File: src/rtl/shared_reg_arbiter.sv
// Round-robin arbiter feeding one shared data register, with bounded burst locking.
// The stored word is tagged with its source, and a one-cycle valid strobe marks each load.
module shared_reg_arbiter #(
    parameter int unsigned NUM_REQ  = 4,
    parameter int unsigned WIDTH    = 32,
    parameter int unsigned MAX_HOLD = 4,
    localparam int unsigned IW      = $clog2(NUM_REQ),
    localparam int unsigned HW      = $clog2(MAX_HOLD + 1)
) (
    input  logic                     clk,
    input  logic                     rst,
    input  logic [NUM_REQ-1:0]       req,
    input  logic [NUM_REQ-1:0]       lock,
    input  logic [NUM_REQ*WIDTH-1:0] wdata,
    output logic [NUM_REQ-1:0]       grant,
    output logic [WIDTH-1:0]         q,
    output logic                     q_valid,
    output logic [IW-1:0]            q_src
);

    typedef enum logic {StIdle, StGrant} state_e;

    state_e             state_q, state_d;
    logic [NUM_REQ-1:0] grant_q, grant_d;
    logic [IW-1:0]      hold_q, hold_d;
    logic [IW-1:0]      ptr_q, ptr_d;
    logic [HW-1:0]      hcnt_q, hcnt_d;
    logic [WIDTH-1:0]   q_q, q_d;
    logic               q_valid_q, q_valid_d;
    logic [IW-1:0]      q_src_q, q_src_d;

    logic [WIDTH-1:0]   words [NUM_REQ];
    logic [NUM_REQ-1:0] cand;
    logic [IW-1:0]      start;
    logic [IW-1:0]      hold_nxt;
    logic [IW-1:0]      win;
    logic [IW-1:0]      cand_idx;
    logic               found;
    logic               rel;
    int                 idx;

    for (genvar g = 0; g < NUM_REQ; g++) begin : g_words
        assign words[g] = wdata[g*WIDTH +: WIDTH];
    end

    assign hold_nxt = (hold_q == IW'(NUM_REQ - 1)) ? '0 : hold_q + 1'b1;

    // While granted, the holder is masked and the scan starts just past it.
    always_comb begin
        cand     = req;
        start    = ptr_q;
        found    = 1'b0;
        win      = '0;
        cand_idx = '0;
        idx      = 0;
        if (state_q == StGrant) begin
            cand  = req & ~grant_q;
            start = hold_nxt;
        end
        for (int k = 0; k < int'(NUM_REQ); k++) begin
            idx = int'(start) + k;
            if (idx >= int'(NUM_REQ)) begin
                idx = idx - int'(NUM_REQ);
            end
            cand_idx = IW'(idx);
            if (!found && cand[cand_idx]) begin
                found = 1'b1;
                win   = cand_idx;
            end
        end
    end

    always_comb begin
        state_d   = state_q;
        grant_d   = grant_q;
        hold_d    = hold_q;
        ptr_d     = ptr_q;
        hcnt_d    = hcnt_q;
        q_d       = q_q;
        q_valid_d = 1'b0;
        q_src_d   = q_src_q;
        rel       = 1'b0;
        unique case (state_q)
            StIdle: begin
                if (found) begin
                    grant_d = NUM_REQ'(1) << win;
                    hold_d  = win;
                    hcnt_d  = '0;
                    state_d = StGrant;
                end
            end
            StGrant: begin
                rel = 1'b1;
                if (req[hold_q]) begin
                    q_d       = words[hold_q];
                    q_src_d   = hold_q;
                    q_valid_d = 1'b1;
                    hcnt_d    = hcnt_q + 1'b1;
                    if (lock[hold_q] && (int'(hcnt_q) + 1 < int'(MAX_HOLD))) begin
                        rel = 1'b0;
                    end
                end
                if (rel) begin
                    ptr_d = hold_nxt;
                    if (found) begin
                        grant_d = NUM_REQ'(1) << win;
                        hold_d  = win;
                        hcnt_d  = '0;
                    end else begin
                        grant_d = '0;
                        hcnt_d  = '0;
                        state_d = StIdle;
                    end
                end
            end
            default: state_d = StIdle;
        endcase
    end

    always_ff @(posedge clk or negedge rst) begin
        if (!rst) begin
            state_q   <= StIdle;
            grant_q   <= '0;
            hold_q    <= '0;
            ptr_q     <= '0;
            hcnt_q    <= '0;
            q_q       <= '0;
            q_valid_q <= 1'b0;
            q_src_q   <= '0;
        end else begin
            state_q   <= state_d;
            grant_q   <= grant_d;
            hold_q    <= hold_d;
            ptr_q     <= ptr_d;
            hcnt_q    <= hcnt_d;
            q_q       <= q_d;
            q_valid_q <= q_valid_d;
            q_src_q   <= q_src_d;
        end
    end

    assign grant   = grant_q;
    assign q       = q_q;
    assign q_valid = q_valid_q;
    assign q_src   = q_src_q;

endmodule
File: config.mk
export PLATFORM = sky130hd
export DESIGN_NAME = shared_reg_arbiter
export DESIGN_NICKNAME = d
export VERILOG_FILES = /design/src/rtl/shared_reg_arbiter.sv
export SDC_FILE = /design/constraint.sdc
export NUM_CORES = 1
export LEC_CHECK = 0
export ABC_AREA = 1
export BUFFER_PORTS_ARGS = -buffer_cell sky130_fd_sc_hd__buf_2
export CORE_MARGIN = 4
export CORE_UTILIZATION = 40
export CTS_CLUSTER_DIAMETER = 120
export DETAILED_ROUTE_END_ITERATION = 16
export PLACE_DENSITY = 0.79
export SLEW_MARGIN = 20
export SYNTH_ARGS = -nofsm -noshare
export SYNTH_HDL_FRONTEND = slang
export SYNTH_SLANG_ARGS = --single-unit
File: constraint.sdc
create_clock -name clk -period 2.37 [get_ports clk]
set_input_delay 0.1185 -clock clk [delete_from_list [all_inputs] [get_ports clk]]
set_output_delay 0.1185 -clock clk [all_outputs]
set_load 0.05 [all_outputs]
==> metrics <==
status=completed; CP Max Fanout=8; # nets final=781; drt pass-1 iters=4; GP Congestion=0.914; later-pin clock latency in the skew report=0.30 ns; mux share of post-synthesis cell area=0; Vias=3,776; Seq cells post-synth=47; Antenna Nets Post-Route=0; Die Area=0.00946 mm²; Setup Fix Bufs, Post-CTS=0; peak supply drop=708 µV; total gr overflow=0; Post-synth EDFFs=0; H-tree levels=2; top-area cell type share of the netlist area=0.369; CP peak stage delay=0.48 ns; Setup CP Type=reg -> reg; slowest CP cell=dfrtp_2; post-synthesis sequential area ratio=0.369; buffer depth of the longest clock path=2; Pwr Total=7.84 mW; Ports=177; Synth Area in Adders=0.00785; GR Util met3=0.0445; Synth-to-Final Area Change=33.0%; Worst EP arrival=2.30 ns; vias in the first global route=3,713; antenna violations before repair=1; Pins Over Slew Limit=0; proportion of layout cells with a drive suffix above 1=0.357; Initial Utilization=0.413; hold path startpoint=wdata[13]; Die W=97.3 µm; Worst-path clk slew=0.10 ns; Post-Synth Simple-Gate Area=0.370; Area contributors post-synth=dfrtp_1 37%, nand2_1 17%, o21ai_0 12%; setup violators final=0; Max Clock Freq=474 MHz; routed vias/inst=5.07; largest net degree at the start of global routing=40; ys flop type=dfrtp_1; port bufs=176; Final period util=0.890; Worst Tran Pin Value=0.746 ns; first-pass GRT wire length=17,400 µm; row count=32; Global Route met1 Usage=0.282; Die Y=97.3 µm; Worst Skew=0.0137 ns; Post-DP HPWL=8280 µm; cell count after synthesis=476; routed len/inst=14.3 µm; minimum clock period=2.11 ns; Post-Syn Area=0.00319 mm²; Synth area leader=dfrtp_1; largest family of logic cells by synthesized area=simple AND/OR/NAND/NOR gates; ys async rst share=1.00; post-synthesis compound-gate area fraction=0.197; Yosys cell types=26; CTS tree=done; Fin. Hold Viols=0; Setup crit start kind=flip-flop; CP Launch Point=hold_q[0]; clock sink count=47; XOR/XNOR Fraction of Synth Area=0; Leak=2.33 nW; clock root cell=clkbuf_8; relative slew slack=0.503; initial DRC count=143; WP data required=2.56 ns; core area=0.00773 mm²; Synth Net Count=616; MaxCap Viol Count=0; power per cell area=1850 mW/mm²; grt met2 use=0.380; final setup TNS=0 ns; crit end category=flip-flop; YS warnings=0; reg2reg start=hold_q[0]; CP cell instances=ha_1 > nor2_4 > nand2_2 > nand2_4 > nand2_4 > nand2_4 > nand2_1 > nand2_1 > nand3_4 > nor2_8 > nor2_2 > nand2_1 > o21ai_1; cts bufs inserted=5; CTS resizes=0; GRT Total Usage=0.221; DRT Wirelength=10,700 µm; Most Crowded Layer GR=met2; syn_area_per_cell=6.70 µm²; HP Class=in -> reg; DRC=0; RSZ-0062 raised after global routing=false
placed cells by master, fill, tap and decap left out, types with 2 or more instances in the layout:
master	count
buf_2	176
nand2_1	142
nor2_1	77
o21ai_0	74
dfrtp_1	46
o22ai_1	32
nand3_1	18
nand2_2	16
buf_4	9
inv_1	8
nand2_4	7
inv_2	6
a21oi_1	5
clkbuf_8	5
nand4_1	3
o21ai_1	2
ha_1	2
clkinv_2	2
routing by layer:
metal | wire (µm) | part of all wire
met1 | 4350 | 0.41
met2 | 5320 | 0.50
met3 | 787 | 0.074
met4 | 223 | 0.021
met5 | 0 | 0
through the flow:
stage	area, µm²	hold WS [ns]	setup slack [ns]	util	instances
global route	4240	0.187	0.000557	0.549	745
detailed placement	4140	0.225	0.274	0.536	735
floorplan	3190	-0.177	0.500	-	476
global placement	4140	0.220	0.313	0.536	735
finish	4240	0.178	0.261	0.549	745
CTS	4240	0.169	0.252	0.549	744
worst paths after layout:
check	endpoint	slack, ns	cells after the start
min reg2reg	q[7]	0.48	2
max	hold_q[1]	0.26	13
min in group asynchronous	q_src[1]	0.43	2
min	q[13]	0.18	5
max reg2reg	hold_q[1]	0.26	13
max in group asynchronous	q[19]	1.26	3
registers in the layout, summed over array words and instances, names as in the netlist:
name,count
grant,4
state_q,1
q,32
hcnt_q,3
q_valid,1
q_src,2
ptr_q,2
hold_q,2
final cells by class:
cell class / instances / area, µm²
Fill cell: 753 / 3490
Multi-Input combinational cell: 387 / 1840
Sequential cell: 47 / 1180
Timing Repair Buffer: 186 / 958
Tap cell: 102 / 128
Clock buffer: 5 / 68.8
Inverter: 14 / 52.6
Clock inverter: 3 / 18.8
Antenna cell: 1 / 2.50
Yosys cell counts (2+ instances only):
| cell type | n |
|---|---|
| o21ai_0 | 74 |
| nand2_4 | 7 |
| dfrtp_1 | 47 |
| ha_1 | 2 |
| nand2_1 | 142 |
| clkbuf_1 | 23 |
| o21ai_1 | 2 |
| nor2_1 | 77 |
| nand2_2 | 16 |
| nand4_1 | 3 |
| buf_2 | 3 |
| o22ai_1 | 32 |
| inv_2 | 6 |
| inv_1 | 8 |
| buf_6 | 2 |
| nand3_1 | 18 |
| a21oi_1 | 5 |
critical path, delay by kind of cell, from the launching register on:
kind | cells | cell delay (ns)
adder cells (fa/ha/maj) | 1 | 0.28
AND/OR/NAND/NOR | 11 | 1.17
flip-flops | 1 | 0.48
AO/OA/AOI/OAI | 1 | 0.06
power by group:
group	internal [mW]	switching [mW]	total, mW
clock network	0.208	0.270	0.478
registers	1.24	0.293	1.54
logic	1.64	4.19	5.83
total	3.09	4.75	7.84
timing repair:
item | CTS | global route
endpoints found under the setup margin | 0 | 0
hold buffers | 1 | 0
endpoints found under the hold margin | 33 | 0
cells by family (layout without fill, tap and decap cells):
| logic type | after synthesis | count (layout) |
|---|---|---|
| flops | 47 | 47 |
| buf+inv | 42 | 208 |
| compound gates | 116 | 116 |
| other cells | 0 | 1 |
| fa+ha+maj | 2 | 2 |
| simple gates | 269 | 269 |
No activity file was read; power rests on OpenSTA's default activity.
